$ cat src/rtl/output_argmax_reader.sv
// Argmax reader: snapshots the final-layer score vector on a start handshake,
// scans it one neuron per cycle and returns the winning class on a result handshake.
module output_argmax_reader #(
  parameter int NUM_OUTPUTS = 10,
  parameter int DATA_W      = 32,
  parameter int IDX_W       = (NUM_OUTPUTS > 1) ? $clog2(NUM_OUTPUTS) : 1
) (
  input  logic              clk,
  input  logic              rst_n,
  input  logic [DATA_W-1:0] scores [NUM_OUTPUTS],
  input  logic              start_valid,
  output logic              start_ready,
  output logic              result_valid,
  input  logic              result_ready,
  output logic [IDX_W-1:0]  class_idx,
  output logic [DATA_W-1:0] class_score,
  output logic              busy
);

  typedef enum logic [1:0] {IDLE, SCAN, DONE} state_t;

  localparam logic [IDX_W-1:0] LAST = IDX_W'(NUM_OUTPUTS - 1);
  localparam logic [IDX_W-1:0] ONE  = IDX_W'(1);

  state_t            state;
  logic [DATA_W-1:0] snap [NUM_OUTPUTS];
  logic [DATA_W-1:0] best;
  logic [IDX_W-1:0]  best_idx;
  logic [IDX_W-1:0]  scan_idx;
  logic              accept;
  logic              win;

  assign accept = start_valid && start_ready;
  // Strict compare so ties keep the lower index.
  assign win    = $signed(snap[scan_idx]) > $signed(best);

  always_ff @(posedge clk or negedge rst_n) begin
    if (!rst_n) begin
      for (int i = 0; i < NUM_OUTPUTS; i++) snap[i] <= '0;
    end else if (accept) begin
      for (int i = 0; i < NUM_OUTPUTS; i++) snap[i] <= scores[i];
    end
  end

  always_ff @(posedge clk or negedge rst_n) begin
    if (!rst_n) begin
      state        <= IDLE;
      start_ready  <= 1'b1;
      result_valid <= 1'b0;
      busy         <= 1'b0;
      class_idx    <= '0;
      class_score  <= '0;
      best         <= '0;
      best_idx     <= '0;
      scan_idx     <= '0;
    end else begin
      unique case (state)
        IDLE: begin
          if (start_valid) begin
            best        <= scores[0];
            best_idx    <= '0;
            scan_idx    <= ONE;
            start_ready <= 1'b0;
            busy        <= 1'b1;
            if (NUM_OUTPUTS == 1) begin
              state        <= DONE;
              result_valid <= 1'b1;
              class_idx    <= '0;
              class_score  <= scores[0];
            end else begin
              state <= SCAN;
            end
          end
        end
        SCAN: begin
          if (win) begin
            best     <= snap[scan_idx];
            best_idx <= scan_idx;
          end
          scan_idx <= scan_idx + ONE;
          // Last neuron: publish the final winner including this cycle's compare.
          if (scan_idx == LAST) begin
            state        <= DONE;
            result_valid <= 1'b1;
            class_idx    <= win ? scan_idx : best_idx;
            class_score  <= win ? snap[scan_idx] : best;
          end
        end
        DONE: begin
          if (result_ready) begin
            state        <= IDLE;
            result_valid <= 1'b0;
            busy         <= 1'b0;
            start_ready  <= 1'b1;
          end
        end
        default: state <= IDLE;
      endcase
    end
  end

endmodule

$ cat config.mk
export PLATFORM = sky130hd
export DESIGN_NAME = output_argmax_reader
export DESIGN_NICKNAME = d
export VERILOG_FILES = /design/src/rtl/output_argmax_reader.sv
export SDC_FILE = /design/constraint.sdc
export NUM_CORES = 1
export LEC_CHECK = 0
export ABC_CLOCK_PERIOD_IN_PS = 4200
export BUFFER_PORTS_ARGS = -buffer_cell sky130_fd_sc_hd__clkbuf_2
export CAP_MARGIN = 20
export CORE_ASPECT_RATIO = 0.6
export CORE_MARGIN = 4
export CORE_UTILIZATION = 45
export DETAILED_ROUTE_END_ITERATION = 16
export GPL_TIMING_DRIVEN = 0
export HOLD_SLACK_MARGIN = 0.03
export PLACE_DENSITY = 0.7
export SYNTH_ARGS = -nofsm -noshare
export SYNTH_HDL_FRONTEND = slang
export SYNTH_SLANG_ARGS = --single-unit
$ cat constraint.sdc
create_clock -name clk -period 4.2 [get_ports clk]
set_clock_uncertainty 0.15 [all_clocks]
set_input_delay 0.21 -clock clk [delete_from_list [all_inputs] [get_ports clk]]
set_output_delay 0.21 -clock clk [all_outputs]
set_load 0.02 [all_outputs]
==> metrics.txt, run 1 <==
# TYPE chip_impl_metric gauge
chip_impl_info{name="worstHoldPathType",value="primary input to asynchronous set/reset pin"} 1
chip_impl_metric{name="synth.avg_cell_area",unit="um2"} 13.6
chip_impl_metric{name="cts_bufs_inserted",unit=""} 41
chip_impl_info{name="crit_path_start_kind",value="flip-flop"} 1
chip_impl_metric{name="gp_congestion",unit=""} 0.903
chip_impl_info{name="clock_tree.root_cell",value="sky130_fd_sc_hd__clkbuf_16"} 1
chip_impl_metric{name="sequential_fraction_of_the_synthesis_area",unit="%"} 52.6
chip_impl_metric{name="totalWireLength",unit="mm"} 71.9
chip_impl_metric{name="worst_slack",unit="ns"} -0.287
chip_impl_metric{name="share_comb_of_total_power",unit="%"} 51.8
chip_impl_metric{name="numPlacedInstances",unit=""} 2342
chip_impl_metric{name="drt-wirelength-per-cell",unit="um"} 25.4
chip_impl_metric{name="final_cell_count_no_fill",unit=""} 2828
chip_impl_metric{name="maxCapViolations",unit=""} 0
chip_impl_metric{name="row_count",unit=""} 58
chip_impl_metric{name="p_clk_share",unit="%"} 19.3
chip_impl_metric{name="async_flop_share",unit="%"} 100
chip_impl_metric{name="syn_nets",unit=""} 1764
chip_impl_metric{name="yosysWarningCount",unit=""} 0
chip_impl_metric{name="hold_viol_final",unit=""} 0
chip_impl_metric{name="worst_ep_required_time",unit="ns"} 4.48
chip_impl_metric{name="grt_max_degree",unit=""} 96
chip_impl_info{name="yosysTopAreaCell",value="sky130_fd_sc_hd__dfrtp_1"} 1
chip_impl_info{name="synth-main-ff-cell",value="sky130_fd_sc_hd__dfrtp_1"} 1
chip_impl_metric{name="rrSetupSlack",unit="ns"} -0.29
chip_impl_metric{name="nNetsFinal",unit=""} 2568
chip_impl_metric{name="ir_worst_vdd",unit="V"} 0.000484
chip_impl_metric{name="dieWidth",unit="um"} 274
chip_impl_metric{name="place_worst_setup_slack",unit="ns"} -1.25
chip_impl_metric{name="cp.arrival",unit="ns"} 4.77
chip_impl_metric{name="die_y",unit="um"} 167
chip_impl_metric{name="synthDistinctLibCells",unit=""} 45
chip_impl_metric{name="p_leak",unit="uW"} 0.0139
chip_impl_info{name="status",value="finished with violations"} 1
chip_impl_metric{name="report.final.setup_viol",unit=""} 72
chip_impl_metric{name="avgViaCountPerCell",unit=""} 5.64
chip_impl_metric{name="cts.reportedPaths.clkPinSlew",unit="ns"} 0.06
chip_impl_metric{name="period_minus_slack",unit="ns"} 4.49
chip_impl_info{name="synth_common_cells",value="sky130_fd_sc_hd__dfrtp_1 (400), sky130_fd_sc_hd__mux2_2 (352), sky130_fd_sc_hd__nand2_1 (94)"} 1
chip_impl_metric{name="worst_slew_pin_slew",unit="ns"} 1.01
chip_impl_metric{name="powerDensity",unit="mW/mm2"} 683
chip_impl_metric{name="route.antenna.remaining_nets",unit=""} 0
chip_impl_metric{name="globalRouteTotalUtil",unit="%"} 30.4
chip_impl_metric{name="cts-htree-levels",unit=""} 2
chip_impl_info{name="r2r-end",value="best_idx[0]"} 1
chip_impl_metric{name="vias",unit=""} 15900
chip_impl_metric{name="synth_enable_flop_cells",unit=""} 0
chip_impl_metric{name="start_util",unit="%"} 45.5
chip_impl_info{name="cts_tree",value="built"} 1
chip_impl_metric{name="fin_max_slew_vios",unit=""} 0
chip_impl_metric{name="drive_gt1_share",unit="%"} 50.5
chip_impl_info{name="rsz_0062_raised_after_global_routing",value="yes"} 1
chip_impl_metric{name="coreArea",unit="mm2"} 0.0419
chip_impl_metric{name="cell_area_after_technology_mapping",unit="mm2"} 0.0191
chip_impl_metric{name="instance_count_of_the_mapped_netlist",unit=""} 1406
chip_impl_metric{name="clockBufferDepth",unit=""} 3
chip_impl_metric{name="p_seq_share",unit="%"} 28.8
chip_impl_metric{name="overflow",unit=""} 0
chip_impl_info{name="failed_checks",value="negative setup slack"} 1
chip_impl_metric{name="antenna_found_initial",unit=""} 20
chip_impl_info{name="crit_path_end_kind",value="flip-flop"} 1
chip_impl_metric{name="synthToLayoutAreaGrowth",unit="%"} 50.1
chip_impl_metric{name="max-slew-margin-rel",unit="%"} 32.8
chip_impl_metric{name="clkSinkCount",unit=""} 401
chip_impl_metric{name="detail_route.drc_violations",unit=""} 0
chip_impl_metric{name="synth_largest_type_area_fraction",unit="%"} 52.5
chip_impl_metric{name="portBuffers",unit=""} 362
chip_impl_metric{name="power.switching",unit="uW"} 7590
chip_impl_metric{name="detailedRoute.firstIterationViolations",unit=""} 1267
chip_impl_metric{name="crit_path_max_fanout",unit=""} 10
chip_impl_metric{name="max_freq",unit="MHz"} 223
chip_impl_info{name="critical_path.reg2reg.startpoint",value="scan_idx[0]"} 1
chip_impl_info{name="synthMostInstantiatedCell",value="sky130_fd_sc_hd__dfrtp_1"} 1
chip_impl_metric{name="internal_power",unit="uW"} 12000
chip_impl_metric{name="number_of_synthesized_register_bits",unit=""} 401
chip_impl_metric{name="first_pass_iters",unit=""} 6
chip_impl_info{name="path_class",value="flip-flop to flip-flop"} 1
chip_impl_info{name="synth.area.top_cells",value="sky130_fd_sc_hd__dfrtp_1 (52%), sky130_fd_sc_hd__mux2_2 (21%), sky130_fd_sc_hd__mux4_2 (7.6%), sky130_fd_sc_hd__o221ai_2 (2.4%), sky130_fd_sc_hd__ha_1 (2.2%)"} 1
chip_impl_metric{name="place.detailed.hpwl",unit="mm"} 47.4
chip_impl_metric{name="die-area",unit="mm2"} 0.0458
chip_impl_metric{name="insertion_delay",unit="ns"} 0.55
chip_impl_metric{name="first_global_vias",unit=""} 17200
chip_impl_info{name="setup.worst_path.start",value="scan_idx[0]"} 1
chip_impl_metric{name="reg2reg_depth",unit=""} 19
chip_impl_metric{name="boundaryPins",unit=""} 363
chip_impl_metric{name="grt_pass1_wl",unit="mm"} 105
chip_impl_metric{name="power.switching_fraction",unit="%"} 38.8
chip_impl_metric{name="fin_crit_sh",unit="%"} 107
## state kept, by name, summed over array words and instances (netlist names)
name          count
scan_idx          4
class_idx         4
busy              1
result_valid      1
class_score      32
best_idx          4
start_ready       1
state             2
best             32
snap            320
## cells by family after synthesis
logic type               Yosys count  synth area share, %
AO/OA/AOI/OAI                    178                 8.19
AND/OR/NAND/NOR                  203                 4.59
flip-flops                       401                 52.6
adder cells (fa/ha/maj)           34                 2.23
buffers and inverters            169                 3.70
multiplexers                     421                 28.7
## worst max path at each step
stage | depth (start not counted) | slack (ns) | to
after floorplan | 15 | 0.0004 | best_idx[0]
after global placement | 1 | -6.26 | snap[104]
after detailed placement | 15 | -1.25 | class_score[26]
after CTS | 17 | -0.24 | best[10]
after global routing | 20 | -0.39 | best[7]
final | 19 | -0.29 | best_idx[0]
## what timing repair did
item / 4_1_cts / 5_1_grt
pin swaps: 24 / 46
buffers inserted: 38 / 32
resized for setup: 121 / 178
endpoints found under the setup margin: 72 / 72
gates cloned: 4 / 3
hold buffers: 324 / 0
endpoints found under the hold margin: 427 / 0
## metrics by stage
step	hold WS, ns	utilization, %	TNS, ns	power (uW)	instance area [um2]
final	0.0996	68.3	-15.40	19600	28600
after global routing	0.136	68.3	-22.27	20400	28600
after CTS	0.110	65.8	-11.62	17800	27500
after detailed placement	0.112	52.3	-78.68	12400	21900
after global placement	0.292	52.0	-2560.81	12200	21800
after floorplan	-0.236	-	0	10300	19200
## per-layer routing
layer / global-route usage [%] / up-vias / share of wire (%) / wire (um)
met5: 0 / - / 0.032 / 23
met4: 9.87 / 4 / 3.6 / 2620
met3: 6.62 / 191 / 7.9 / 5650
met2: 49.2 / 742 / 48 / 34300
met1: 41.3 / 8201 / 41 / 29300
li1: - / 6811 / - / -
## layout by cell type, fill, tap and decap left out, types with 19 or more instances in the layout
master	n
sky130_fd_sc_hd__a2bb2oi_4	22
sky130_fd_sc_hd__ha_1	22
sky130_fd_sc_hd__dfrtp_1	398
sky130_fd_sc_hd__diode_2	19
sky130_fd_sc_hd__inv_1	62
sky130_fd_sc_hd__nand2_1	93
sky130_fd_sc_hd__mux4_2	64
sky130_fd_sc_hd__clkbuf_16	46
sky130_fd_sc_hd__a22oi_2	24
sky130_fd_sc_hd__dlygate4sd3_1	324
sky130_fd_sc_hd__mux2_2	351
sky130_fd_sc_hd__buf_4	63
sky130_fd_sc_hd__o221ai_2	32
sky130_fd_sc_hd__nor2_1	45
sky130_fd_sc_hd__clkbuf_2	372
sky130_fd_sc_hd__clkbuf_1	62
## final cells by class
type | count | area (um2)
fillers | 2882 | 13300
well taps | 570 | 713
repair buffers | 763 | 5880
clock inverters | 12 | 150
diodes | 19 | 47.5
clock buffers | 60 | 1200
multi-input cells | 836 | 9570
flip-flops and latches | 401 | 10000
plain buffers | 98 | 748
inverters | 69 | 259
## power groups by stage
stage	Combinational, uW	Clock [uW]	Sequential (uW)
floorplan	4780	0	5510
global placement	6680	0	5560
detailed placement	6840	0	5610
CTS	8430	3790	5560
global route	10700	3960	5730
finish	10100	3780	5640
## worst max-delay path, cell delays in order (launching register included)
cell,delay [ns]
sky130_fd_sc_hd__dfrtp_2,0.45
sky130_fd_sc_hd__buf_12,0.18
sky130_fd_sc_hd__buf_12,0.15
sky130_fd_sc_hd__clkbuf_8,0.19
sky130_fd_sc_hd__mux2_2,0.36
sky130_fd_sc_hd__a22oi_2,0.19
sky130_fd_sc_hd__a2bb2oi_4,0.25
sky130_fd_sc_hd__inv_1,0.08
sky130_fd_sc_hd__ha_1,0.30
sky130_fd_sc_hd__nand4_1,0.15
sky130_fd_sc_hd__buf_4,0.18
sky130_fd_sc_hd__buf_4,0.13
sky130_fd_sc_hd__a2111oi_4,0.27
sky130_fd_sc_hd__o31a_1,0.24
sky130_fd_sc_hd__buf_4,0.14
sky130_fd_sc_hd__buf_6,0.10
sky130_fd_sc_hd__nor3b_4,0.05
sky130_fd_sc_hd__or3_4,0.35
sky130_fd_sc_hd__buf_12,0.16
sky130_fd_sc_hd__mux2_4,0.29
Power figures use the tool's default switching activity.
==> run 2, diff against run 1 <==
--- a/config.mk
+++ b/config.mk
@@ -5,6 +5,7 @@
 export SDC_FILE = /design/constraint.sdc
 export NUM_CORES = 1
 export LEC_CHECK = 0
+export ABC_AREA = 1
 export ABC_CLOCK_PERIOD_IN_PS = 4200
 export BUFFER_PORTS_ARGS = -buffer_cell sky130_fd_sc_hd__clkbuf_2
 export CAP_MARGIN = 20
@@ -14,7 +15,7 @@
 export DETAILED_ROUTE_END_ITERATION = 16
 export GPL_TIMING_DRIVEN = 0
 export HOLD_SLACK_MARGIN = 0.03
-export PLACE_DENSITY = 0.7
+export PLACE_DENSITY = 0.69
 export SYNTH_ARGS = -nofsm -noshare
 export SYNTH_HDL_FRONTEND = slang
 export SYNTH_SLANG_ARGS = --single-unit
==> metrics.txt, run 2 <==
# TYPE chip_impl_metric gauge
chip_impl_metric{name="die-area",unit="mm2"} 0.0466
chip_impl_metric{name="first_pass_iters",unit=""} 6
chip_impl_info{name="yosysTopAreaCell",value="sky130_fd_sc_hd__dfrtp_1"} 1
chip_impl_metric{name="antenna_found_initial",unit=""} 12
chip_impl_metric{name="cts_bufs_inserted",unit=""} 39
chip_impl_metric{name="timing.critical_path.buf_inv",unit=""} 4
chip_impl_metric{name="cts-htree-levels",unit=""} 2
chip_impl_metric{name="report.final.setup_viol",unit=""} 0
chip_impl_metric{name="maxCapViolations",unit=""} 0
chip_impl_metric{name="globalRouteTotalUtil",unit="%"} 35.3
chip_impl_metric{name="synthDistinctLibCells",unit=""} 34
chip_impl_metric{name="place.detailed.hpwl",unit="mm"} 59.0
chip_impl_metric{name="overflow",unit=""} 0
chip_impl_info{name="final_cell_mix",value="sky130_fd_sc_hd__nand2_1 (440), sky130_fd_sc_hd__dfrtp_1 (400), sky130_fd_sc_hd__clkbuf_2 (383), sky130_fd_sc_hd__dlygate4sd3_1 (322), sky130_fd_sc_hd__mux2_2 (288)"} 1
chip_impl_info{name="crit_chain",value="clkbuf_4 > clkinvlp_4 > buf_2 > o21ai_0 > o221ai_1 > nand3_1 > nand2_1 > ha_1 > nand2_1 > nor2_1 > nor2_1 > nand2_1 > nand2_1 > nand2_1 > nand2_2 > nand2_1 > nand2_4 > buf_4 > nand4_1 > nand3_1 > o21ai_0"} 1
chip_impl_metric{name="drive_gt1_share",unit="%"} 29.7
chip_impl_metric{name="synth_adder_area_share",unit="%"} 2.19
chip_impl_info{name="largestRegisters",value="snap x320, best x32, class_score x32"} 1
chip_impl_metric{name="muxShareOfSynthArea",unit="%"} 16.7
chip_impl_info{name="critical_path.most_common_cell",value="sky130_fd_sc_hd__nand2_1"} 1
chip_impl_metric{name="post_synthesis_compound_gate_area_fraction",unit="%"} 9.60
chip_impl_metric{name="totalWireLength",unit="mm"} 83.7
chip_impl_metric{name="vias",unit=""} 19200
chip_impl_metric{name="synth_simple_gate_area_share",unit="%"} 15.0
chip_impl_metric{name="clkSinkCount",unit=""} 401
chip_impl_metric{name="number_of_synthesized_register_bits",unit=""} 401
chip_impl_metric{name="sequential_fraction_of_the_synthesis_area",unit="%"} 51.8
chip_impl_metric{name="insertion_delay",unit="ns"} 0.57
chip_impl_info{name="critPathSlowestCell",value="sky130_fd_sc_hd__dfrtp_1"} 1
chip_impl_metric{name="synth.avg_cell_area",unit="um2"} 9.71
chip_impl_metric{name="start_util",unit="%"} 45.9
chip_impl_info{name="cts_tree",value="built"} 1
chip_impl_metric{name="max-slew-margin-rel",unit="%"} 23.5
chip_impl_info{name="critical_path.top_delay_family",value="simple AND/OR/NAND/NOR gates"} 1
chip_impl_info{name="worstHoldPathType",value="primary input to asynchronous set/reset pin"} 1
chip_impl_metric{name="detailedRoute.firstIterationViolations",unit=""} 2300
chip_impl_info{name="path_class",value="flip-flop to flip-flop"} 1
chip_impl_metric{name="detail_route.drc_violations",unit=""} 0
chip_impl_metric{name="nNetsFinal",unit=""} 3090
chip_impl_metric{name="synthToLayoutAreaGrowth",unit="%"} 39.1
chip_impl_metric{name="drt-wirelength-per-cell",unit="um"} 25.0
chip_impl_metric{name="die_y",unit="um"} 169
chip_impl_info{name="synth_top_family_by_area",value="multiplexers"} 1
chip_impl_info{name="synth-main-ff-cell",value="sky130_fd_sc_hd__dfrtp_1"} 1
chip_impl_metric{name="fin_max_slew_vios",unit=""} 0
chip_impl_metric{name="period_minus_slack",unit="ns"} 4.11
chip_impl_metric{name="powerDensity",unit="mW/mm2"} 873
chip_impl_info{name="crit_path_start_kind",value="flip-flop"} 1
chip_impl_metric{name="route.antenna.remaining_nets",unit=""} 0
chip_impl_metric{name="ir_worst_vdd",unit="V"} 0.000463
chip_impl_metric{name="place_worst_setup_slack",unit="ns"} -0.716
chip_impl_metric{name="final.fill_count",unit=""} 3355
chip_impl_metric{name="synth_enable_flop_cells",unit=""} 0
chip_impl_metric{name="row_count",unit=""} 58
chip_impl_metric{name="p_leak",unit="uW"} 0.0133
chip_impl_info{name="synth_common_cells",value="sky130_fd_sc_hd__nand2_1 (449), sky130_fd_sc_hd__dfrtp_1 (400), sky130_fd_sc_hd__mux2_2 (288)"} 1
chip_impl_metric{name="syn_nets",unit=""} 2354
chip_impl_metric{name="instance_count_of_the_mapped_netlist",unit=""} 1996
chip_impl_metric{name="hold_viol_final",unit=""} 0
chip_impl_metric{name="number_of_flip_flops_in_the_largest_register",unit=""} 320
chip_impl_metric{name="portBuffers",unit=""} 362
chip_impl_metric{name="cp.arrival",unit="ns"} 4.34
chip_impl_metric{name="finalSetupTns",unit="ns"} 0
chip_impl_metric{name="boundaryPins",unit=""} 363
chip_impl_metric{name="worst_hold_slack",unit="ns"} 0.193
chip_impl_info{name="synthMostInstantiatedCell",value="sky130_fd_sc_hd__nand2_1"} 1
chip_impl_info{name="clock_tree.root_cell",value="sky130_fd_sc_hd__clkbuf_16"} 1
chip_impl_metric{name="coreArea",unit="mm2"} 0.0422
chip_impl_metric{name="crit_path_max_fanout",unit=""} 10
chip_impl_metric{name="yosys.area_share.xor_xnor",unit="%"} 0
chip_impl_info{name="status",value="completed"} 1
chip_impl_metric{name="dieWidth",unit="um"} 276
chip_impl_metric{name="first_global_vias",unit=""} 19600
chip_impl_metric{name="yosysWarningCount",unit=""} 0
chip_impl_metric{name="grt_pass1_wl",unit="mm"} 122
chip_impl_info{name="rsz_0062_raised_after_global_routing",value="no"} 1
chip_impl_metric{name="worst_slew_pin_slew",unit="ns"} 1.15
chip_impl_metric{name="detailed_place.area",unit="mm2"} 0.0220
chip_impl_metric{name="cts.reportedPaths.clkPinSlew",unit="ns"} 0.07
chip_impl_metric{name="synth_largest_type_area_fraction",unit="%"} 51.6
chip_impl_metric{name="gp_congestion",unit=""} 0.969
chip_impl_metric{name="max_freq",unit="MHz"} 244
chip_impl_metric{name="clockBufferDepth",unit=""} 3
chip_impl_metric{name="stdcell_area",unit="mm2"} 0.0270
chip_impl_metric{name="slowest_delay",unit="ns"} 0.40
chip_impl_metric{name="fin_crit_sh",unit="%"} 97.8
chip_impl_info{name="synth.area.top_cells",value="sky130_fd_sc_hd__dfrtp_1 (52%), sky130_fd_sc_hd__mux2_2 (17%), sky130_fd_sc_hd__nand2_1 (8.7%), sky130_fd_sc_hd__o21ai_0 (4.7%), sky130_fd_sc_hd__nor2_1 (3.3%)"} 1
chip_impl_metric{name="worst_slack",unit="ns"} 0.0936
chip_impl_metric{name="cell_area_after_technology_mapping",unit="mm2"} 0.0194
chip_impl_metric{name="avgViaCountPerCell",unit=""} 5.74
chip_impl_info{name="crit_path_end_kind",value="flip-flop"} 1
chip_impl_metric{name="worst_ep_required_time",unit="ns"} 4.44
chip_impl_metric{name="async_flop_share",unit="%"} 100
chip_impl_info{name="layout_commonest_cell",value="sky130_fd_sc_hd__nand2_1"} 1
chip_impl_metric{name="grt_max_degree",unit=""} 118
chip_impl_info{name="regMostFlops",value="snap"} 1
-- run 2: cell types whose count changed after synthesis, sizes merged, moves of 29 or more --
cell | before | now
a2bb2oi | 32 | 0
inv | 68 | 100
nand4 | 9 | 38
nand2 | 94 | 450
mux4 | 64 | 0
a22oi | 32 | 1
nor2 | 46 | 173
mux2 | 354 | 288
o21ai | 13 | 195
-- run 2: area by class of cell --
type | instances | area, um2 | area share [%]
clock buffers | 54 | 1090 | 4.05
multi-input cells | 1363 | 8540 | 31.7
plain buffers | 130 | 681 | 2.52
well taps | 570 | 713 | 2.65
clock inverters | 16 | 284 | 1.05
repair buffers | 696 | 5190 | 19.3
flip-flops and latches | 401 | 10000 | 37.2
diodes | 14 | 35.0 | 0.130
inverters | 101 | 383 | 1.42
-- run 2: worst register-to-register path: cells and delay by family (launching register included) --
family                   cells  cell delay, ns
AND/OR/NAND/NOR             13            1.68
buffers and inverters        4            0.89
AO/OA/AOI/OAI                3            0.61
flip-flops                   1            0.40
adder cells (fa/ha/maj)      1            0.24
-- run 2: logic make-up (layout without fill, tap and decap cells) --
logic type               after synthesis  count (layout)
buffers and inverters                232             997
adder cells (fa/ha/maj)               34              34
AO/OA/AOI/OAI                        321             321
other                                  0              14
flip-flops                           401             401
multiplexers                         288             288
AND/OR/NAND/NOR                      720             720
-- run 2: final timing paths --
| path | startpoint | end | slack (ns) | depth (start not counted) |
|---|---|---|---|---|
| max in group asynchronous | rst_n | snap[21] | 2.13 | 4 |
| worst min-delay path | rst_n | snap[137] | 0.19 | 2 |
| worst max-delay path | scan_idx[1] | best_idx[3] | 0.09 | 21 |
| worst min register to register | class_score[3] | class_score[3] | 0.33 | 2 |
| min in group clk | scores[164] | snap[164] | 0.26 | 3 |
| worst max register to register | scan_idx[1] | best_idx[3] | 0.09 | 21 |
-- run 2: power by group --
group          total (uW)  leakage (uW)  switching, uW  internal, uW
Clock                3880      0.000671           1620          2260
Sequential           6910       0.00495           1130          5780
Combinational       12700       0.00772           8070          4670
Total               23500        0.0133          10800         12700
-- run 2: through the flow --
| step | instances | power (uW) | util [%] |
|---|---|---|---|
| 2_1_floorplan | 1996 | 14000 | - |
| 3_3_place_gp | 2928 | 17900 | 51.9 |
| 3_5_place_dp | 2931 | 18200 | 52.1 |
| 4_1_cts | 3324 | 22600 | 63.4 |
| 5_1_grt | 3341 | 24900 | 63.8 |
| 6_report | 3345 | 23500 | 63.8 |
-- run 2: per-layer routing --
layer  vias to the layer above  part of all wire [%]  GRT usage (%)
met2                      1275                    43           52.4
met5                         -                     0              0
met3                       283                    11           9.76
li1                       8257                     -              -
met4                         0                   4.5           13.4
met1                      9400                    41           49.5
-- run 2: repair_timing --
action / in CTS / in global routing
pin swaps: 3 / 8
endpoints found under the setup margin: 72 / 72
hold endpoints to repair: 459 / 0
setup buffers: 1 / 8
cloned: 0 / 0
resized for setup: 61 / 68
hold buffers: 322 / 0
